==> config.mk <==
export PLATFORM = sky130hd
export DESIGN_NAME = jk_bank_arbiter_flat
export DESIGN_NICKNAME = d
export VERILOG_FILES = /design/src/rtl/jk_bank_arbiter_if.sv /design/src/rtl/jk_bank_arbiter.sv /design/src/flat_wrapper.sv
export SDC_FILE = /design/constraint.sdc
export NUM_CORES = 1
export LEC_CHECK = 0
export CAP_MARGIN = 10
export CORE_UTILIZATION = 30
export CTS_BUF_LIST = sky130_fd_sc_hd__clkbuf_8 sky130_fd_sc_hd__clkbuf_16
export CTS_CLUSTER_DIAMETER = 40
export DETAILED_ROUTE_END_ITERATION = 10
export PLACE_DENSITY = 0.89
export SLEW_MARGIN = 20
export SYNTH_ARGS = -nofsm -noshare
export SYNTH_HDL_FRONTEND = slang
export SYNTH_SLANG_ARGS = --single-unit
==> constraint.sdc <==
create_clock -name clk -period 3.2 [get_ports clk]
set_clock_uncertainty 0.15 [all_clocks]
set_input_delay 0.8 -clock clk [delete_from_list [all_inputs] [get_ports clk]]
set_output_delay 0.8 -clock clk [all_outputs]
set_load 0.01 [all_outputs]
==> src/rtl/jk_bank_arbiter_if.sv <==
// Request/response bundle for the JK bank arbiter.
// The requester side drives the commands and freeze; the bank side returns
// the grants, the bank contents and the response.
interface jk_bank_arbiter_if #(
  parameter int NREQ = 4,
  parameter int W    = 8
);
  localparam int IDW = $clog2(NREQ);

  logic                freeze;
  logic [NREQ-1:0]     req_valid;
  logic [NREQ*W-1:0]   req_j;
  logic [NREQ*W-1:0]   req_k;
  logic [NREQ-1:0]     req_ready;
  logic [W-1:0]        q;
  logic [W-1:0]        qnot;
  logic                rsp_valid;
  logic [IDW-1:0]      rsp_id;
  logic [W-1:0]        rsp_q;

  modport master (
    output freeze, req_valid, req_j, req_k,
    input  req_ready, q, qnot, rsp_valid, rsp_id, rsp_q
  );

  modport slave (
    input  freeze, req_valid, req_j, req_k,
    output req_ready, q, qnot, rsp_valid, rsp_id, rsp_q
  );
endinterface

==> src/rtl/jk_bank_arbiter.sv <==
// Bank of W JK flip-flops shared by NREQ requesters through a round-robin
// arbiter. One command is granted per cycle; it lands on q at the next edge
// together with a one-cycle response carrying the served id and new state.
module jk_bank_arbiter #(
  parameter int NREQ = 4,
  parameter int W    = 8,
  parameter int IDW  = $clog2(NREQ)
) (
  input  logic               clk,
  input  logic               reset,
  jk_bank_arbiter_if.slave   bus
);

  logic [IDW-1:0] rr_ptr_p1;
  logic           grant_vld_p0;
  logic [IDW-1:0] grant_id_p0;
  logic           accept_p0;
  logic [IDW:0]   arb_sum;
  logic [IDW-1:0] arb_idx;
  logic [W-1:0]   sel_j_p0;
  logic [W-1:0]   sel_k_p0;
  logic [W-1:0]   q_next_p0;
  logic [IDW-1:0] ptr_next_p0;

  logic [W-1:0]   q_p1;
  logic           vld_p1;
  logic [IDW-1:0] rsp_id_p1;
  logic [W-1:0]   rsp_q_p1;

  // Per-bit JK next state: J sets a cleared bit, ~K keeps a set bit.
  function automatic logic [W-1:0] jk_apply(input logic [W-1:0] q_cur,
                                            input logic [W-1:0] j,
                                            input logic [W-1:0] k);
    return (j & ~q_cur) | (~k & q_cur);
  endfunction

  // ---- stage p0: arbitration, command select, JK evaluation ----

  // Search from rr_ptr upward, wrapping modulo NREQ; first valid wins.
  always_comb begin
    grant_vld_p0 = 1'b0;
    grant_id_p0  = '0;
    arb_sum      = '0;
    arb_idx      = '0;
    for (int n = 0; n < NREQ; n++) begin
      arb_sum = {1'b0, rr_ptr_p1} + (IDW+1)'(n);
      if (arb_sum >= (IDW+1)'(NREQ)) arb_sum = arb_sum - (IDW+1)'(NREQ);
      arb_idx = arb_sum[IDW-1:0];
      if (!grant_vld_p0 && bus.req_valid[arb_idx]) begin
        grant_vld_p0 = 1'b1;
        grant_id_p0  = arb_idx;
      end
    end
  end

  // Reset and freeze both suppress the grant in the same cycle.
  assign accept_p0 = grant_vld_p0 & ~bus.freeze & ~reset;

  // One-hot ready for the winner, all zero when nothing is accepted.
  always_comb begin
    bus.req_ready = '0;
    if (accept_p0) bus.req_ready[grant_id_p0] = 1'b1;
  end

  // Pick the winner's J/K slice out of the packed request vectors.
  always_comb begin
    sel_j_p0 = '0;
    sel_k_p0 = '0;
    for (int i = 0; i < NREQ; i++) begin
      if (grant_id_p0 == IDW'(i)) begin
        sel_j_p0 = bus.req_j[i*W +: W];
        sel_k_p0 = bus.req_k[i*W +: W];
      end
    end
  end

  assign q_next_p0   = jk_apply(q_p1, sel_j_p0, sel_k_p0);
  assign ptr_next_p0 = (grant_id_p0 == IDW'(NREQ-1)) ? '0 : grant_id_p0 + 1'b1;

  // ---- stage p1: bank state, pointer and response registers ----

  // Apply the accepted command; otherwise hold state and drop the pulse.
  always_ff @(posedge clk) begin
    if (reset) begin
      q_p1      <= '0;
      rr_ptr_p1 <= '0;
      vld_p1    <= 1'b0;
      rsp_id_p1 <= '0;
      rsp_q_p1  <= '0;
    end else begin
      vld_p1 <= accept_p0;
      if (accept_p0) begin
        q_p1      <= q_next_p0;
        rr_ptr_p1 <= ptr_next_p0;
        rsp_id_p1 <= grant_id_p0;
        rsp_q_p1  <= q_next_p0;
      end
    end
  end

  assign bus.q         = q_p1;
  assign bus.qnot      = ~q_p1;
  assign bus.rsp_valid = vld_p1;
  assign bus.rsp_id    = rsp_id_p1;
  assign bus.rsp_q     = rsp_q_p1;

endmodule

==> src/flat_wrapper.sv <==
// flat-port wrapper written by rule: the top's interface ports become plain ports
module jk_bank_arbiter_flat 
#(
  parameter int NREQ = 4,
  parameter int W    = 8,
  parameter int IDW  = $clog2(NREQ)
)
  (clk, reset, bus_freeze, bus_req_valid, bus_req_j, bus_req_k, bus_req_ready, bus_q, bus_qnot, bus_rsp_valid, bus_rsp_id, bus_rsp_q);
  jk_bank_arbiter_if #(.NREQ(NREQ), .W(W)) bus_i ();
  input  logic clk;
  input  logic reset;
  input wire logic [$bits(bus_i.freeze)-1:0] bus_freeze;
  input wire logic [$bits(bus_i.req_valid)-1:0] bus_req_valid;
  input wire logic [$bits(bus_i.req_j)-1:0] bus_req_j;
  input wire logic [$bits(bus_i.req_k)-1:0] bus_req_k;
  output wire logic [$bits(bus_i.req_ready)-1:0] bus_req_ready;
  output wire logic [$bits(bus_i.q)-1:0] bus_q;
  output wire logic [$bits(bus_i.qnot)-1:0] bus_qnot;
  output wire logic [$bits(bus_i.rsp_valid)-1:0] bus_rsp_valid;
  output wire logic [$bits(bus_i.rsp_id)-1:0] bus_rsp_id;
  output wire logic [$bits(bus_i.rsp_q)-1:0] bus_rsp_q;
  assign bus_i.freeze = bus_freeze;
  assign bus_i.req_valid = bus_req_valid;
  assign bus_i.req_j = bus_req_j;
  assign bus_i.req_k = bus_req_k;
  assign bus_req_ready = bus_i.req_ready;
  assign bus_q = bus_i.q;
  assign bus_qnot = bus_i.qnot;
  assign bus_rsp_valid = bus_i.rsp_valid;
  assign bus_rsp_id = bus_i.rsp_id;
  assign bus_rsp_q = bus_i.rsp_q;
  jk_bank_arbiter #(.NREQ(NREQ), .W(W), .IDW(IDW)) u_core (.clk(clk), .reset(reset), .bus(bus_i));
endmodule
After elaboration in Yosys (flattened, before gate mapping)

Cells that the tools add are included.

Register bits: 13
Bits in latches: 0
RAM bits: 0
ROM bits: 0
Input bits: 71
Output and inout bits: 31
Logic and storage cells: 74
Memories kept: 0

Add/sub/neg operators: 8
Multipliers: 0
Divide/modulo/power cells: 0
Order comparisons: 10
Eq/ne operators: 3
Shift operators: 0
Mux-type cells: 32
Bitwise logic cells: 9
Reductions and logical operators: 8

Operator list:

| operator                                                    | number |
|---|---|
| 2-to-1 mux 8 bit                                            | 8 |
| 2-to-1 mux 2 bit                                            | 9 |
| AND 8 bit                                                   | 2 |
| inverter 8 bit                                              | 2 |
| less-than comparator 2 x 3 -> 1 bit (second input constant) | 5 |
| >= comparator 3 bit (second input constant)                 | 3 |
| 2-to-1 mux 1 bit                                            | 9 |
| binary-select mux 1 bit (select 2 bit)                      | 4 |
| bitwise OR 8 bit                                            | 1 |
| subtractor 2 x 1 -> 2 bit (second input constant)           | 4 |
| adder 2 x 2 -> 3 bit (second input constant)                | 2 |
| equality test 2 bit (second input constant)                 | 2 |
| logical AND 1 bit                                           | 4 |
| 2-to-1 mux 4 bit                                            | 1 |
| adder 2 x 1 -> 3 bit (second input constant)                | 1 |
| >= comparator 2 x 3 -> 1 bit (second input constant)        | 1 |
| logical NOT 1 bit                                           | 3 |
| adder 2 x 1 -> 2 bit (second input constant)                | 1 |
| AND 1 bit                                                   | 2 |
| demux 1 bit (select 2 bit)                                  | 1 |
| equality test 2 x 1 -> 1 bit (second input constant)        | 1 |
| >= comparator 2 x 1 -> 1 bit (second input constant)        | 1 |
| logical NOT 2 bit                                           | 1 |
| inverter 1 bit                                              | 2 |

Longest topological paths before layout

Depth in word-level cells: 22
Depth in mapped cells: 12
Gate-level depth less buffers: 9

Least setup slack after synthesis

OpenSTA, ideal clock, no wires.

Kind: input port to output port
Start point: in bus_req_valid[2]
End point: out bus_req_ready[1]
Data arrival time: 2.191 ns
Required time: 2.250 ns
Slack: 0.059 ns
Stages: 7
Path buffers: 2
Cells stage by stage: mux2i_1 -> nor2_1 -> nor3_1 -> ha_1 -> buf_2 -> clkbuf_1 -> and2_1

Word-level cells in the longest chain between the ends: 17
Elaborated cells on any way between the ends: 30
Those cells by class: order compare: 2; mux: 19; bitwise: 2; reduce/logical: 7

Ends and longest elaborated chain:

| item                                                                                                             | line                  | RTL |
|---|---|---|
| start: declaration                                                                                               | flat_wrapper.sv:13    | `input wire logic [$bits(bus_i.req_valid)-1:0] bus_req_valid;` |
| binary-select mux 1 bit (select 2 bit)                                                                           | jk_bank_arbiter.sv:49 | `if (!grant_vld_p0 && bus.req_valid[arb_idx]) begin` |
| 2-to-1 mux 1 bit (implied by the code)                                                                           | jk_bank_arbiter.sv:49 |  |
| 2-to-1 mux 1 bit                                                                                                 | jk_bank_arbiter.sv:49 |  |
| logical NOT 1 bit                                                                                                | jk_bank_arbiter.sv:49 |  |
| logical AND 1 bit                                                                                                | jk_bank_arbiter.sv:49 |  |
| 2-to-1 mux 1 bit                                                                                                 | jk_bank_arbiter.sv:49 |  |
| logical NOT 1 bit                                                                                                | jk_bank_arbiter.sv:49 |  |
| logical AND 1 bit                                                                                                | jk_bank_arbiter.sv:49 |  |
| [... 2 more ...]                                                                                                 | -                     |  |
| logical AND 1 bit                                                                                                | jk_bank_arbiter.sv:49 |  |
| 2-to-1 mux 2 bit *                                                                                               | jk_bank_arbiter.sv:49 |  |
| via u_core.grant_id_p0[0]                                                                                        | jk_bank_arbiter.sv:16 | `logic [IDW-1:0] grant_id_p0;` |
| less-than comparator 2 x 3 -> 1 bit (implied by the code) / >= comparator 2 x 1 -> 1 bit (equally long branches) | jk_bank_arbiter.sv:62 | `if (accept_p0) bus.req_ready[grant_id_p0] = 1'b1;` |
| logical AND 1 bit (implied by the code)                                                                          | jk_bank_arbiter.sv:62 |  |
| 2-to-1 mux 1 bit (implied by the code)                                                                           | jk_bank_arbiter.sv:62 |  |
| demux 1 bit (select 2 bit) *                                                                                     | -                     |  |
| 2-to-1 mux 4 bit *                                                                                               | jk_bank_arbiter.sv:62 |  |
| end: declaration                                                                                                 | flat_wrapper.sv:16    | `output wire logic [$bits(bus_i.req_ready)-1:0] bus_req_ready;` |

Mark *: on every way through the listed nets, which the timed path passes. The rest lies on a longest branch. The select of a mux whose other input is x is not followed.

Final worst setup path

Start point: in bus_req_valid[1]
End point: out bus_req_ready[1]

Same word-level chain as after synthesis.

==> flow_summary.json <==
{
  "cp_max_fo": 5,
  "ir_worst_vdd_mv": 0.156,
  "core_mm2": 0.00339,
  "drt_iter0_markers": 59,
  "gp_congestion": 0.793,
  "async_flop_share_pct": 0,
  "first_pass_iters": 4,
  "cts_tree": "done",
  "ys_seq_elements": 13,
  "use_met3_pct": 4.76,
  "htreeDepth": 1,
  "tns_ns": 0,
  "initial_core_util_pct": 31.7,
  "slew_headroom_pct": 76.7,
  "synth_edf_count": 0,
  "clockRootBuffer": "clkbuf_8",
  "min_path_type": "flop to flop",
  "syn2layout_area_growth_pct": 111,
  "reg2reg_depth": 11,
  "yosys.area.top_type": "dfxtp_1",
  "synth_area_mm2": 0.00107,
  "arrival_ns": 2.18,
  "grtUsageMet1_pct": 22.9,
  "grt.busiest_layer": "met2",
  "grt_pass1_vias": 1438,
  "synth_mux_area_share_pct": 0.932,
  "netlist.area_leader.share_pct": 24.2,
  "design_area_mm2": 0.00226,
  "cp_data_required_time_ns": 2.25,
  "synth_top_family_by_area": "compound AO/OA/AOI/OAI gates",
  "clk_pin_slew_ns": 0.06,
  "fin_ws_ns": 0.0687,
  "synth_compound_area_share_pct": 38.2,
  "power.density_mw_per_mm2": 323,
  "final_core_util_pct": 66.7,
  "dpl.hpwl_mm": 3.40,
  "insertion_delay_ns": 0.24,
  "rsz0062_at_grt": "true",
  "synth_nets": 213,
  "wl_mm": 4.48,
  "overflow": 0,
  "crit_type": "primary input to output port",
  "cp-start-kind": "primary input",
  "dpl-instance-area_mm2": 0.00220,
  "min_path_cells": 2,
  "fin_crit_ns": 3.13,
  "synth_area_per_cell_um2": 7.78,
  "dieArea_mm2": 0.00382,
  "antenna_found_initial": 0,
  "maxSlewViolCount": 0,
  "hold_buffers": 0,
  "vias_per_cell": 5.31,
  "final_layout_size_suffix_gt1_share_pct": 14.6,
  "cp-end-kind": "output port",
  "ys.warnings.count": 0,
  "wl_per_cell_um": 15.3,
  "synthXorXnorAreaFrac_pct": 0,
  "grt_pass1_wl_mm": 6.21,
  "tightest_slew_ns": 0.349,
  "io_pins": 102,
  "synthAdderAreaFrac_pct": 4.66,
  "setup-violations-final": 0,
  "num_rows": 21,
  "grtUsageTotal_pct": 22.2,
  "drc": 0,
  "fin_hold_ws_ns": 0.348,
  "die_width_um": 61.8,
  "drtAntennaViolNets": 0,
  "ys.flop_type": "dfxtp_1",
  "status": "completed",
  "n_fill_cell": 285,
  "fin_nets": 323,
  "place_ws_ns": -0.519,
  "synth_area_leaders": "dfxtp_1, a221oi_1, o22ai_1, a21oi_1, buf_4",
  "ys_types": 34,
  "max_freq_mhz": 319,
  "syn_inst": 138,
  "clock-sinks": 13,
  "gr-usage-met2_pct": 42.5,
  "p_leak_nw": 0.858,
  "yosysSeqAreaShare_pct": 24.2,
  "synthSimpleGateAreaFrac_pct": 17.2,
  "hold_viol": 0,
  "cts_buffers": 3,
  "finalCritPeriodShare_pct": 97.9,
  "maxCapViolations": 0,
  "antenna-diode-count": 0,
  "grt_max_degree": 19,
  "dr_total_vias": 1556,
  "die_h_um": 61.8,
  "io_buffers": 101,
  "clockBufferDepth": 2
}
==> Yosys cell counts (4+ instances only) <==
cell,count
nor2_1,4
dfxtp_1,13
a221oi_1,15
a21oi_1,12
o21ai_0,4
nand2_1,4
buf_4,8
o31ai_1,6
or4_1,6
ha_1,4
o22ai_1,16
clkbuf_1,6
inv_1,11
==> power by group <==
part	total, mW	switching [mW]	internal [mW]
Combinational	0.390	0.159	0.231
Sequential	0.194	0.0170	0.177
Clock	0.146	0.0611	0.0848
==> per-stage QoR <==
stage / instances / total power, mW
floorplan: 138 / 0.366
global placement: 288 / 0.572
detailed placement: 288 / 0.580
CTS: 293 / 0.732
global route: 293 / 0.783
finish: 293 / 0.730
==> worst max-delay path, stage by stage <==
cell and delay, ns:
dlygate4sd2_1 0.26, buf_4 0.14, nor3b_1 0.17, nor3_1 0.08
buf_4 0.15, ha_1 0.20, and2_1 0.14, clkdlybuf4s15_1 0.23
==> per-layer routing <==
metal,vias to the layer above,share of wire (%)
met1,713,39
met2,85,52
met4,0,1.5
li1,750,-
met3,8,7.8
met5,-,0
==> layout make-up <==
type / instances / area [um^2] / share of cell area (%)
clock buffers: 3 / 41.3 / 1.83
clock inverters: 1 / 3.75 / 0.166
inverters: 13 / 48.8 / 2.16
multi-input cells: 94 / 681 / 30.1
flip-flops and latches: 13 / 260 / 11.5
well taps: 46 / 57.6 / 2.54
repair buffers: 123 / 1170 / 51.7
==> logic make-up (layout without fill, tap and decap cells) <==
kind of cell | count (synthesis) | count (layout)
AOI/OAI and AO/OA | 60 | 60
adders and majority gates | 4 | 4
buffers and inverters | 31 | 140
DFF | 13 | 13
muxes | 1 | 1
and+or+nand+nor | 29 | 29
==> cells in the final DEF, fill, tap and decap left out, types with 2 or more instances in the layout <==
cell type / count
ha_1: 4
a211oi_1: 2
o21ai_0: 4
nor3b_1: 2
a21oi_2: 2
dfxtp_1: 13
clkbuf_8: 3
nor3_1: 2
a221oi_1: 15
nand2_1: 4
a21oi_1: 9
o22ai_1: 15
or4_1: 6
dlygate4sd2_1: 3
clkbuf_2: 3
inv_1: 12
inv_2: 2
clkdlybuf4s50_1: 93
and2_1: 3
buf_4: 21
o31ai_1: 6
clkdlybuf4s15_1: 2
nor2_1: 4
==> registers in the layout (all words and copies together), names as in the netlist <==
register and count:
u_core.rr_ptr_p1 2, u_core.bus.q 8, u_core.bus.rsp_id 2, u_core.bus.rsp_valid 1
==> final timing paths <==
kind	from	end	slack, ns
worst max-delay path	bus_req_valid[1]	bus_req_ready[1]	0.07
worst min-delay path	u_core.bus.rsp_id[1]	u_core.bus.rsp_id[1]	0.35
worst max register to register	u_core.rr_ptr_p1[1]	u_core.bus.q[6]	0.50
worst min register to register	u_core.bus.rsp_id[1]	u_core.bus.rsp_id[1]	0.35
==> timing repair <==
item,in CTS,in global routing
resized for setup,12,9
endpoints found under the setup margin,12,6
setup buffers,1,0
pin swaps,2,1
Note: power is estimated with default switching activity, not from simulation.
